[src/rtl/bpw_pkg.sv]
// Shared encodings, command layout and LFSR taps
// for the burst pattern writer.
package bpw_pkg;

    typedef enum logic [1:0] {
        MODE_STREAM = 2'd0,
        MODE_INCR   = 2'd1,
        MODE_LFSR   = 2'd2,
        MODE_CONST  = 2'd3
    } mode_t;

    typedef enum logic [1:0] {
        ST_IDLE = 2'd0,
        ST_RUN  = 2'd1,
        ST_RESP = 2'd2
    } state_t;

    localparam int CMD_WIDTH    = 130;
    localparam int CMD_ADDR_LSB = 0;
    localparam int CMD_LEN_LSB  = 64;
    localparam int CMD_SEED_LSB = 96;
    localparam int CMD_MODE_LSB = 128;

    // Fibonacci tap masks; bit n-1 set for polynomial term x^n.
    function automatic logic [127:0] lfsr_taps(input int width);
        logic [127:0] t;
        t = '0;
        case (width)
            64: begin
                t[63] = 1'b1;
                t[62] = 1'b1;
                t[60] = 1'b1;
                t[59] = 1'b1;
            end
            128: begin
                t[127] = 1'b1;
                t[125] = 1'b1;
                t[100] = 1'b1;
                t[98]  = 1'b1;
            end
            default: begin
                t[31] = 1'b1;
                t[21] = 1'b1;
                t[1]  = 1'b1;
                t[0]  = 1'b1;
            end
        endcase
        return t;
    endfunction

endpackage

[src/rtl/bpw_fifo.sv]
// Show-ahead FIFO with occupancy count; a push is
// accepted when full as long as a pop happens too.
module bpw_fifo
    import bpw_pkg::*;
#(
    parameter int WIDTH      = 32,
    parameter int DEPTH      = 16,
    parameter int DEPTH_LOG2 = 4
) (
    input  logic                  clk,
    input  logic                  reset,
    input  logic                  push,
    input  logic [WIDTH-1:0]      wdata,
    input  logic                  pop,
    output logic [WIDTH-1:0]      rdata,
    output logic [DEPTH_LOG2:0]   count
);

    localparam logic [DEPTH_LOG2:0] FULL = (DEPTH_LOG2 + 1)'(DEPTH);

    logic [WIDTH-1:0]      mem [DEPTH];
    logic [DEPTH_LOG2-1:0] wptr;
    logic [DEPTH_LOG2-1:0] rptr;
    logic                  do_push;
    logic                  do_pop;

    assign do_pop  = pop && (count != '0);
    assign do_push = push && ((count != FULL) || do_pop);
    assign rdata   = mem[rptr];

    always_ff @(posedge clk) begin
        if (do_push) begin
            mem[wptr] <= wdata;
        end
    end

    always_ff @(posedge clk or negedge reset) begin
        if (!reset) begin
            wptr  <= '0;
            rptr  <= '0;
            count <= '0;
        end else begin
            if (do_push) begin
                wptr <= wptr + 1'b1;
            end
            if (do_pop) begin
                rptr <= rptr + 1'b1;
            end
            case ({do_push, do_pop})
                2'b10:   count <= count + 1'b1;
                2'b01:   count <= count - 1'b1;
                default: count <= count;
            endcase
        end
    end

endmodule

[src/rtl/burst_pattern_writer.sv]
// Avalon-MM burst write master fed by a stream sink or a
// pattern generator, with bursts realigned to block boundaries.
module burst_pattern_writer
    import bpw_pkg::*;
#(
    parameter int ADDRESS_WIDTH          = 32,
    parameter int LENGTH_WIDTH           = 32,
    parameter int DATA_WIDTH             = 32,
    parameter int BYTE_ENABLE_WIDTH      = DATA_WIDTH / 8,
    parameter int BYTE_ENABLE_WIDTH_LOG2 = $clog2(BYTE_ENABLE_WIDTH),
    parameter int MAX_BURST_COUNT        = 4,
    parameter int BURST_WIDTH            = $clog2(MAX_BURST_COUNT) + 1,
    parameter int FIFO_DEPTH             = 16,
    parameter int FIFO_DEPTH_LOG2        = $clog2(FIFO_DEPTH)
) (
    input  logic                         clk,
    input  logic                         reset,
    input  logic [CMD_WIDTH-1:0]         snk_command_data,
    input  logic                         snk_command_valid,
    output logic                         snk_command_ready,
    input  logic [DATA_WIDTH-1:0]        snk_data,
    input  logic                         snk_valid,
    output logic                         snk_ready,
    output logic [ADDRESS_WIDTH-1:0]     master_address,
    output logic                         master_write,
    output logic [DATA_WIDTH-1:0]        master_writedata,
    output logic [BURST_WIDTH-1:0]       master_burstcount,
    output logic [BYTE_ENABLE_WIDTH-1:0] master_byteenable,
    input  logic                         master_waitrequest,
    output logic [LENGTH_WIDTH-1:0]      src_response_data,
    output logic                         src_response_valid
);

    localparam int CW = FIFO_DEPTH_LOG2 + 1;
    localparam logic [CW-1:0] FIFO_FULL = CW'(FIFO_DEPTH);
    localparam logic [DATA_WIDTH-1:0] TAPS =
        DATA_WIDTH'(lfsr_taps(DATA_WIDTH));
    localparam logic [ADDRESS_WIDTH-1:0] BLK_MASK =
        ADDRESS_WIDTH'(MAX_BURST_COUNT - 1);
    localparam logic [ADDRESS_WIDTH-1:0] LANE_MASK =
        ADDRESS_WIDTH'(BYTE_ENABLE_WIDTH - 1);

    state_t state;
    state_t state_nxt;
    mode_t  mode;
    mode_t  cmd_mode;

    logic [ADDRESS_WIDTH-1:0]     addr;
    logic [ADDRESS_WIDTH-1:0]     burst_addr;
    logic [ADDRESS_WIDTH-1:0]     cmd_addr;
    logic [LENGTH_WIDTH-1:0]      length;
    logic [LENGTH_WIDTH-1:0]      cmd_len;
    logic [LENGTH_WIDTH-1:0]      cmd_words;
    logic [LENGTH_WIDTH-1:0]      fill_left;
    logic [LENGTH_WIDTH-1:0]      write_left;
    logic [LENGTH_WIDTH-1:0]      wl_eff;
    logic [31:0]                  seed;
    logic [31:0]                  cmd_seed;
    logic [DATA_WIDTH-1:0]        gen;
    logic [DATA_WIDTH-1:0]        lfsr_next;
    logic [DATA_WIDTH-1:0]        push_data;
    logic [DATA_WIDTH-1:0]        fifo_q;
    logic [BYTE_ENABLE_WIDTH-1:0] last_be;
    logic [BYTE_ENABLE_WIDTH_LOG2-1:0] cmd_rem;
    logic [BURST_WIDTH-1:0]       beats_left;
    logic [BURST_WIDTH-1:0]       burst_cnt;
    logic [BURST_WIDTH-1:0]       blk_off;
    logic [BURST_WIDTH-1:0]       to_bound;
    logic [BURST_WIDTH-1:0]       bc;
    logic [CW-1:0]                fifo_count;
    logic [CW-1:0]                occ_eff;
    logic                         in_burst;
    logic                         accept;
    logic                         beat;
    logic                         last_beat;
    logic                         launch;
    logic                         room;
    logic                         push;
    logic                         unused_cmd;

    assign cmd_addr   = snk_command_data[CMD_ADDR_LSB +: ADDRESS_WIDTH];
    assign cmd_len    = snk_command_data[CMD_LEN_LSB +: LENGTH_WIDTH];
    assign cmd_seed   = snk_command_data[CMD_SEED_LSB +: 32];
    assign cmd_mode   = mode_t'(snk_command_data[CMD_MODE_LSB +: 2]);
    assign cmd_rem    = cmd_len[BYTE_ENABLE_WIDTH_LOG2-1:0];
    assign unused_cmd = ^snk_command_data;
    assign cmd_words  = (cmd_len >> BYTE_ENABLE_WIDTH_LOG2)
                      + LENGTH_WIDTH'(|cmd_rem);

    assign accept    = (state == ST_IDLE) && snk_command_valid;
    assign beat      = in_burst && !master_waitrequest;
    assign last_beat = beat && (beats_left == BURST_WIDTH'(1));

    // Launch decisions look past the beat completing this cycle so
    // a new burst can follow the previous one without a gap.
    assign wl_eff   = write_left - LENGTH_WIDTH'(beat);
    assign occ_eff  = fifo_count - CW'(beat);
    assign blk_off  = BURST_WIDTH'((addr >> BYTE_ENABLE_WIDTH_LOG2) & BLK_MASK);
    assign to_bound = BURST_WIDTH'(MAX_BURST_COUNT) - blk_off;
    assign bc       = (wl_eff < LENGTH_WIDTH'(to_bound))
                    ? BURST_WIDTH'(wl_eff) : to_bound;
    assign launch   = (state == ST_RUN) && (!in_burst || last_beat)
                    && (wl_eff != '0) && (occ_eff >= CW'(bc));

    assign room      = (fifo_count != FIFO_FULL) || beat;
    assign snk_ready = (state == ST_RUN) && (mode == MODE_STREAM)
                     && (fifo_count != FIFO_FULL) && (fill_left != '0);
    assign push      = (state == ST_RUN) && (fill_left != '0)
                     && ((mode == MODE_STREAM) ? snk_valid && snk_ready : room);
    assign lfsr_next = {gen[DATA_WIDTH-2:0], ^(gen & TAPS)};

    always_comb begin
        push_data = gen;
        unique case (1'b1)
            mode == MODE_STREAM: push_data = snk_data;
            mode == MODE_CONST:  push_data = {(DATA_WIDTH / 32){seed}};
            default:             push_data = gen;
        endcase
    end

    bpw_fifo #(
        .WIDTH      (DATA_WIDTH),
        .DEPTH      (FIFO_DEPTH),
        .DEPTH_LOG2 (FIFO_DEPTH_LOG2)
    ) u_fifo (
        .clk   (clk),
        .reset (reset),
        .push  (push),
        .wdata (push_data),
        .pop   (beat),
        .rdata (fifo_q),
        .count (fifo_count)
    );

    always_ff @(posedge clk or negedge reset) begin
        if (!reset) begin
            state <= ST_IDLE;
        end else begin
            state <= state_nxt;
        end
    end

    always_comb begin
        state_nxt = state;
        case (state)
            ST_IDLE: begin
                if (snk_command_valid) begin
                    state_nxt = (cmd_len == '0) ? ST_RESP : ST_RUN;
                end
            end
            ST_RUN: begin
                if (beat && (write_left == LENGTH_WIDTH'(1))) begin
                    state_nxt = ST_RESP;
                end
            end
            ST_RESP: state_nxt = ST_IDLE;
            default: state_nxt = ST_IDLE;
        endcase
    end

    always_ff @(posedge clk or negedge reset) begin
        if (!reset) begin
            addr       <= '0;
            burst_addr <= '0;
            length     <= '0;
            fill_left  <= '0;
            write_left <= '0;
            seed       <= '0;
            mode       <= MODE_STREAM;
            gen        <= '0;
            last_be    <= '0;
            in_burst   <= 1'b0;
            beats_left <= '0;
            burst_cnt  <= '0;
        end else begin
            if (accept) begin
                addr       <= cmd_addr & ~LANE_MASK;
                length     <= cmd_len;
                fill_left  <= cmd_words;
                write_left <= cmd_words;
                seed       <= cmd_seed;
                mode       <= cmd_mode;
                if ((cmd_mode == MODE_LFSR) && (cmd_seed == '0)) begin
                    gen <= DATA_WIDTH'(1);
                end else begin
                    gen <= DATA_WIDTH'(cmd_seed);
                end
                if (cmd_rem == '0) begin
                    last_be <= '1;
                end else begin
                    last_be <= BYTE_ENABLE_WIDTH'((1 << cmd_rem) - 1);
                end
            end
            if (push) begin
                fill_left <= fill_left - 1'b1;
                gen <= (mode == MODE_LFSR) ? lfsr_next : gen + 1'b1;
            end
            if (beat) begin
                write_left <= write_left - 1'b1;
            end
            if (launch) begin
                in_burst   <= 1'b1;
                burst_addr <= addr;
                burst_cnt  <= bc;
                beats_left <= bc;
                addr <= addr + (ADDRESS_WIDTH'(bc) << BYTE_ENABLE_WIDTH_LOG2);
            end else if (beat) begin
                beats_left <= beats_left - 1'b1;
                if (last_beat) begin
                    in_burst <= 1'b0;
                end
            end
        end
    end

    assign snk_command_ready  = (state == ST_IDLE);
    assign src_response_valid = (state == ST_RESP);
    assign src_response_data  = src_response_valid ? length : '0;
    assign master_address     = burst_addr;
    assign master_burstcount  = burst_cnt;
    assign master_write       = in_burst;
    assign master_writedata   = in_burst ? fifo_q : '0;
    assign master_byteenable  = !in_burst ? '0
                              : (write_left == LENGTH_WIDTH'(1)) ? last_be : '1;

endmodule

[config.mk]
export PLATFORM = sky130hd
export DESIGN_NAME = burst_pattern_writer
export DESIGN_NICKNAME = d
export VERILOG_FILES = /design/src/rtl/bpw_pkg.sv /design/src/rtl/bpw_fifo.sv /design/src/rtl/burst_pattern_writer.sv
export SDC_FILE = /design/constraint.sdc
export NUM_CORES = 1
export LEC_CHECK = 0
export CORE_MARGIN = 2
export CORE_UTILIZATION = 60
export DETAILED_ROUTE_END_ITERATION = 6
export PLACE_DENSITY = 0.89
export SLEW_MARGIN = 5
export SYNTH_ARGS = -nofsm -noshare
export SYNTH_HDL_FRONTEND = slang
export SYNTH_SLANG_ARGS = --single-unit
[constraint.sdc]
create_clock -name clk -period 9.8 [get_ports clk]
set_input_delay 2.94 -clock clk [delete_from_list [all_inputs] [get_ports clk]]
set_output_delay 2.94 -clock clk [all_outputs]
set_load 0.01 [all_outputs]
## Word level (Yosys, flattened, before mapping)

Memories as Yosys holds them, arrays and structs flattened.
Cells that the tools add are included.
Widths: inputs -> output; s select.

| word-level totals | value |
|---|---|
| memories kept | 1 |
| logic and storage cells | 114 |
| register bits after elaboration | 252 |
| input port bits | 167 |
| bits in writable memories | 512 |
| output and inout port bits | 107 |

Memory list:

| memory | depth | bits a word | rd ports | clocked after Yosys merged registers in | wr ports | line | source |
|---|---|---|---|---|---|---|---|
| u_fifo.mem | 16 | 32 | 1 | 0 | 1 | bpw_fifo.sv:21 | `logic [WIDTH-1:0] mem [DEPTH];` |

| cells by class | value |
|---|---|
| shifts and indexed selects | 1 |
| add/subtract/negate cells | 14 |
| $lt $le $gt $ge | 2 |
| mux-type cells | 29 |
| reductions and logical operators | 39 |
| equality and inequality tests | 12 |

Operator list:

| operator | count |
|---|---|
| $mux 32 | 11 |
| $logic_not 32->1 | 2 |
| $pmux 32 s2 | 1 |
| $reduce_bool 32->1 | 2 |
| $sub 32x1->32 const B | 2 |
| $add 32x1->32 const B | 1 |
| $add 32x5->32 | 1 |
| $eq 32x1->1 const B | 1 |
| $lt 32x3->1 | 1 |
| $reduce_xor 32->1 | 1 |
| $sub 32x1->32 | 1 |
| $add 30x1->31 | 1 |
| $logic_and 1x1->1 | 16 |
| $mux 4 | 3 |
| $reduce_bool 2->1 | 6 |
| $eq 2x2->1 const B | 5 |
| $pmux 5 s2 | 1 |
| $mux 3 | 3 |
| $add 4x1->4 const B | 2 |
| $logic_not 2->1 | 3 |
| $mux 1 | 6 |
| $mux 2 | 3 |
| $add 5x1->5 const B | 1 |
| $ge 5x3->1 | 1 |
| other kinds (17) | 22 |

## Logic depth before layout (Yosys ltp)

| depth | value |
|---|---|
| depth in word-level cells | 10 |
| depth in mapped cells | 25 |
| mapped depth without buffers | 23 |

## Cells and area by module

A second synthesis with hierarchy kept.

| second synthesis, totals | value |
|---|---|
| cells, all modules | 2,532 |
| area, all modules | 34,663.2 µm² |

By module, submodules not included:

| module | cells an instance | seq. area each (µm²) | times used | area each (µm²) |
|---|---|---|---|---|
| bpw_fifo | 832 | 15,700.1 | 1 | 20,221.9 |
| burst_pattern_writer | 1,700 | 5,880.6 | 1 | 14,441.4 |

## Worst setup path after synthesis

Ideal clock, no wire load.

| timing path | value |
|---|---|
| kind | input-to-reg |
| start | in master_waitrequest |
| end | reg addr[30] |
| path slack | 1.564 ns |
| data arrival time | 8.113 ns |
| buffers on the path | 2 |
| setup time | 0.122 ns |
| required time | 9.678 ns |
| cell stages on the path | 25 |
| path through | nand2b_1 > clkbuf_1 > inv_1 > clkbuf_1 > ha_1 > ha_1 > nor4b_2 > nand2_1 > o31ai_1 > o211ai_1 > or4_4 > nor2_1 > mux2i_1 > inv_1 > ha_1 > inv_1 > fa_1 > nand2b_1 > a2111oi_0 > nand3_1 > nor2_1 > nand3_1 > or3_1 > a21oi_1 > nor3_1 |

| on the way | value |
|---|---|
| word-level cells in the longest chain between the ends | 8 |
| elaborated cells between the ends (all ways) | 16 |
| classes of those cells | 3 x add/sub; 2 x order compare; 2 x mux; 9 x reduce/logical |

Ends and longest elaborated chain:

| what | line | source |
|---|---|---|
| start, declared | burst_pattern_writer.sv:29 | `input logic master_waitrequest,` |
| $logic_not 1->1 * | burst_pattern_writer.sv:91 | `assign beat = in_burst && !master_waitrequest;` |
| $logic_and 1x1->1 * | burst_pattern_writer.sv:91 |  |
| $sub 32x1->32 * | burst_pattern_writer.sv:96 | `assign wl_eff = write_left - LENGTH_WIDTH'(beat);` |
| $lt 32x3->1 | burst_pattern_writer.sv:100 | `assign bc = (wl_eff < LENGTH_WIDTH'(to_bound))` |
| $mux 3 * | burst_pattern_writer.sv:101 | `? BURST_WIDTH'(wl_eff) : to_bound;` |
| via bc[0] | burst_pattern_writer.sv:69 | `logic [BURST_WIDTH-1:0] bc;` |
| parallel branches: the longest is 3 deep, another holds $add 32x5->32 | - |  |
| end signal, assigned | burst_pattern_writer.sv:177 | `addr <= cmd_addr & ~LANE_MASK;` |
| end signal, assigned | burst_pattern_writer.sv:206 | `addr <= addr + (ADDRESS_WIDTH'(bc) << BYTE_ENABLE_WIDTH_LOG2);` |
| end, declared | burst_pattern_writer.sv:48 | `logic [ADDRESS_WIDTH-1:0] addr;` |

Mark *: on every way through the listed nets, which the timed path passes.
A chain may end at the register's enable or synchronous reset.

## Worst setup path in the final report

Ends and elaborated chain as after synthesis.

==> impl_metrics.tcl <==
set metrics [dict create \
    outcome "finished, violations left" \
    violations "design-rule violations" \
    cp-start-kind "input pin" \
    p_int_mw 8.60 \
    yosysMostFrequentCell "edfxtp_1" \
    wirelength_mm 98.4 \
    p_switching_mw 4.63 \
    setup.worst_path.end_class "flop" \
    insertion_delay_ps 640 \
    whs_ps 469 \
    yosysTopAreaCellShare_pct 45.0 \
    cts_tree "yes" \
    io_pins 274 \
    clkSinkCount 760 \
    hp-start "length[15]" \
    core_area_um2 56400 \
    setup_viol 0 \
    fin_util_pct 71.3 \
    area_growth_pct 17.5 \
    grt_pass1_vias 24400 \
    clockBufferDepth 3 \
    leakage_nw 14.4 \
    rsz0062_at_grt "false" \
    syn_area_um2 34200 \
    synth-edff-count 512 \
    die_area_um2 58900 \
    placed_cells 3401 \
    clk_pin_slew_worst_paths_ps 70 \
    fin_area_um2 40200 \
    syn_area_per_cell_um2 13.7 \
    maxSlewViolCount 0 \
    slowest_stage "a2111oi_0" \
    ir_worst_vdd_mv 0.211 \
    crit_arrival_ps 9110 \
    antenna_found_initial 6 \
    cpPeakStageDelay_ps 840 \
    floorplan.initialDensity_pct 60.7 \
    dpl_worst_slack_ps 613 \
    r2r_slack_ps 3650 \
    finalNetCount 2931 \
    skew_ps 37.6 \
    syn_inst 2499 \
    cts-resized-gates 0 \
    synth_area_leaders "edfxtp_1 (45%), dfrtp_1 (18%), mux4_2 (11%)" \
    synth-seq-cells 760 \
    worstPathRequired_ps 10310 \
    yosys.cell_types.count 82 \
    place_area_um2 37500 \
    die_h_um 243 \
    power_frac_comb_pct 35.4 \
    grt_pass1_wl_mm 148 \
    min_path_type "flop to flop" \
    r2r-start "write_left[0]" \
    timing.rr.end "addr[30]" \
    port_buffers 237 \
    h-tree-depth 3 \
    via_per_inst 6.80 \
    reg2reg_depth 22 \
    hold_path_depth 2 \
    holdBufCountCts 0 \
    first_iter_violations 3522 \
    ant_nets 0 \
    setup.worst_path.class "input pin to flop" \
    drt_first_pass_iters 7 \
    rows 87 \
    tns_ps 0 \
    grtUsageTotal_pct 33.5 \
    drc_errors 22 \
    seq_area_frac_synth_pct 63.1 \
    maxSlewHeadroom_pct 12.8 \
    grt_start_max_net_pins 131 \
    min_period_ps 8600 \
    hold_viol_final 0 \
    power_frac_seq_pct 41.2 \
    synthFlopType "edfxtp_1" \
    postCtsSetupRepairBufs 0 \
    synth_warnings 0 \
    root_buffer "clkbuf_16" \
    post-route-worst-setup-slack_ps 1200 \
    period_share_pct 87.8 \
    cts_buffers 76 \
    clkPwrFrac_pct 23.4 \
    async_reset_ff_share_pct 32.6 \
    fin_total_pwr_mw 13.2 \
    route.detailed.wl_per_inst_um 27.7 \
    die_w_um 243 \
    grt_overflow 0 \
    synth_common_cells "edfxtp_1 (512), nand2_1 (358), dfrtp_1 (248)" \
    gp_congestion 0.893 \
    min_to "length[15]" \
    p_per_area_nw_per_um2 329 \
    hpwl_mm 58.4 \
    synth_top_area_cell "edfxtp_1" \
    crit_fanout 7 \
    layout-drive-gt1-share_pct 15.6 \
    vias 24100 \
    drv_cap 0 \
    fin_cells 3546 \
    sw_frac_of_total_pct 35.0 \
    critical_path.cell_chain "clkdlybuf4s50_1 > nand2b_1 > inv_1 > ha_1 > ha_1 > nor4b_2 > nand2_1 > o31ai_1 > o211ai_1 > or4_4 > nor2_1 > mux2i_1 > inv_1 > ha_1 > inv_1 > fa_1 > nand2b_1 > a2111oi_0 > nand3_1 > nor2_1 > nand3_1 > or3_1 > a21oi_1 > nor3_1" \
    max_freq_mhz 116 \
    tightestPinTransition_ps 1310 \
]
-- cell usage in the layout, fill, tap and decap left out, drive strengths merged, types with 50 or more instances in the layout --
cell type / instances
inv: 50
clkbuf: 97
edfxtp: 512
nor2: 115
buf: 67
clkdlybuf4s50: 236
o21ai: 101
nand2: 358
a21oi: 67
mux4: 160
nand3: 69
and2: 77
nor3: 53
dfrtp: 248
-- sequential cells by signal, indices dropped and copies added (netlist names) --
register           count
fill_left             32
last_be                4
state                  2
master_write           1
length                32
u_fifo.count           5
master_burstcount      3
u_fifo.mem           512
seed                  32
u_fifo.wptr            4
gen                   32
mode                   2
master_address        30
beats_left             3
u_fifo.rptr            4
addr                  30
write_left            32
-- logic make-up after synthesis --
group | count (synthesis) | share of synthesized area [%]
simple gates | 852 | 12.0
flops | 760 | 63.1
compound gates | 385 | 7.60
mux | 208 | 12.1
buf+inv | 201 | 2.34
xor+xnor | 53 | 1.36
fa+ha+maj | 39 | 1.47
other cells | 1 | 0.0110
-- layout make-up --
cell class | instances | area (um^2)
antenna | 1 | 2.50
clock buffer | 97 | 2060
clock inverter | 45 | 563
fill | 3535 | 16200
inverter | 45 | 169
multi-input combinational | 1539 | 12000
sequential | 760 | 21600
tap | 756 | 946
timing repair buffer | 303 | 2900
-- power groups by stage --
stage,Combinational (mW),Sequential [mW],Clock (mW)
after floorplan,3.07,5.10,0
after global placement,4.27,5.34,0
after detailed placement,4.54,5.45,0
after CTS,4.64,5.43,3.11
after global routing,5.00,5.53,3.23
final,4.69,5.45,3.09
-- routing by layer --
metal	global-route usage, %	share of wire, %	vias to the layer above	wire [um]
met1	41.7	34	11900	33400
met5	0	0.063	-	62
met2	55.4	49	1829	48100
met3	7.70	11	439	11000
li1	-	-	9990	-
met4	17.5	6.0	10	5900
-- critical path: cells and delay by family --
| family | cells | cell delay (ps) |
|---|---|---|
| AO/OA/AOI/OAI | 4 | 1500 |
| adder cells (fa/ha/maj) | 4 | 910 |
| buffers and inverters | 4 | 690 |
| AND/OR/NAND/NOR | 11 | 2870 |
| multiplexers | 1 | 190 |
-- how the worst max path moves through the flow --
stage                        from        to  slack (ps)  cells after the start
4_1_cts        master_waitrequest  addr[30]        1260                     24
3_5_place_dp   master_waitrequest  addr[30]         610                     24
3_3_place_gp   master_waitrequest  addr[30]         950                     24
6_report       master_waitrequest  addr[30]        1200                     24
2_1_floorplan  master_waitrequest  addr[30]        1560                     25
5_1_grt        master_waitrequest  addr[30]         540                     24
Power figures use the tool's default switching activity.
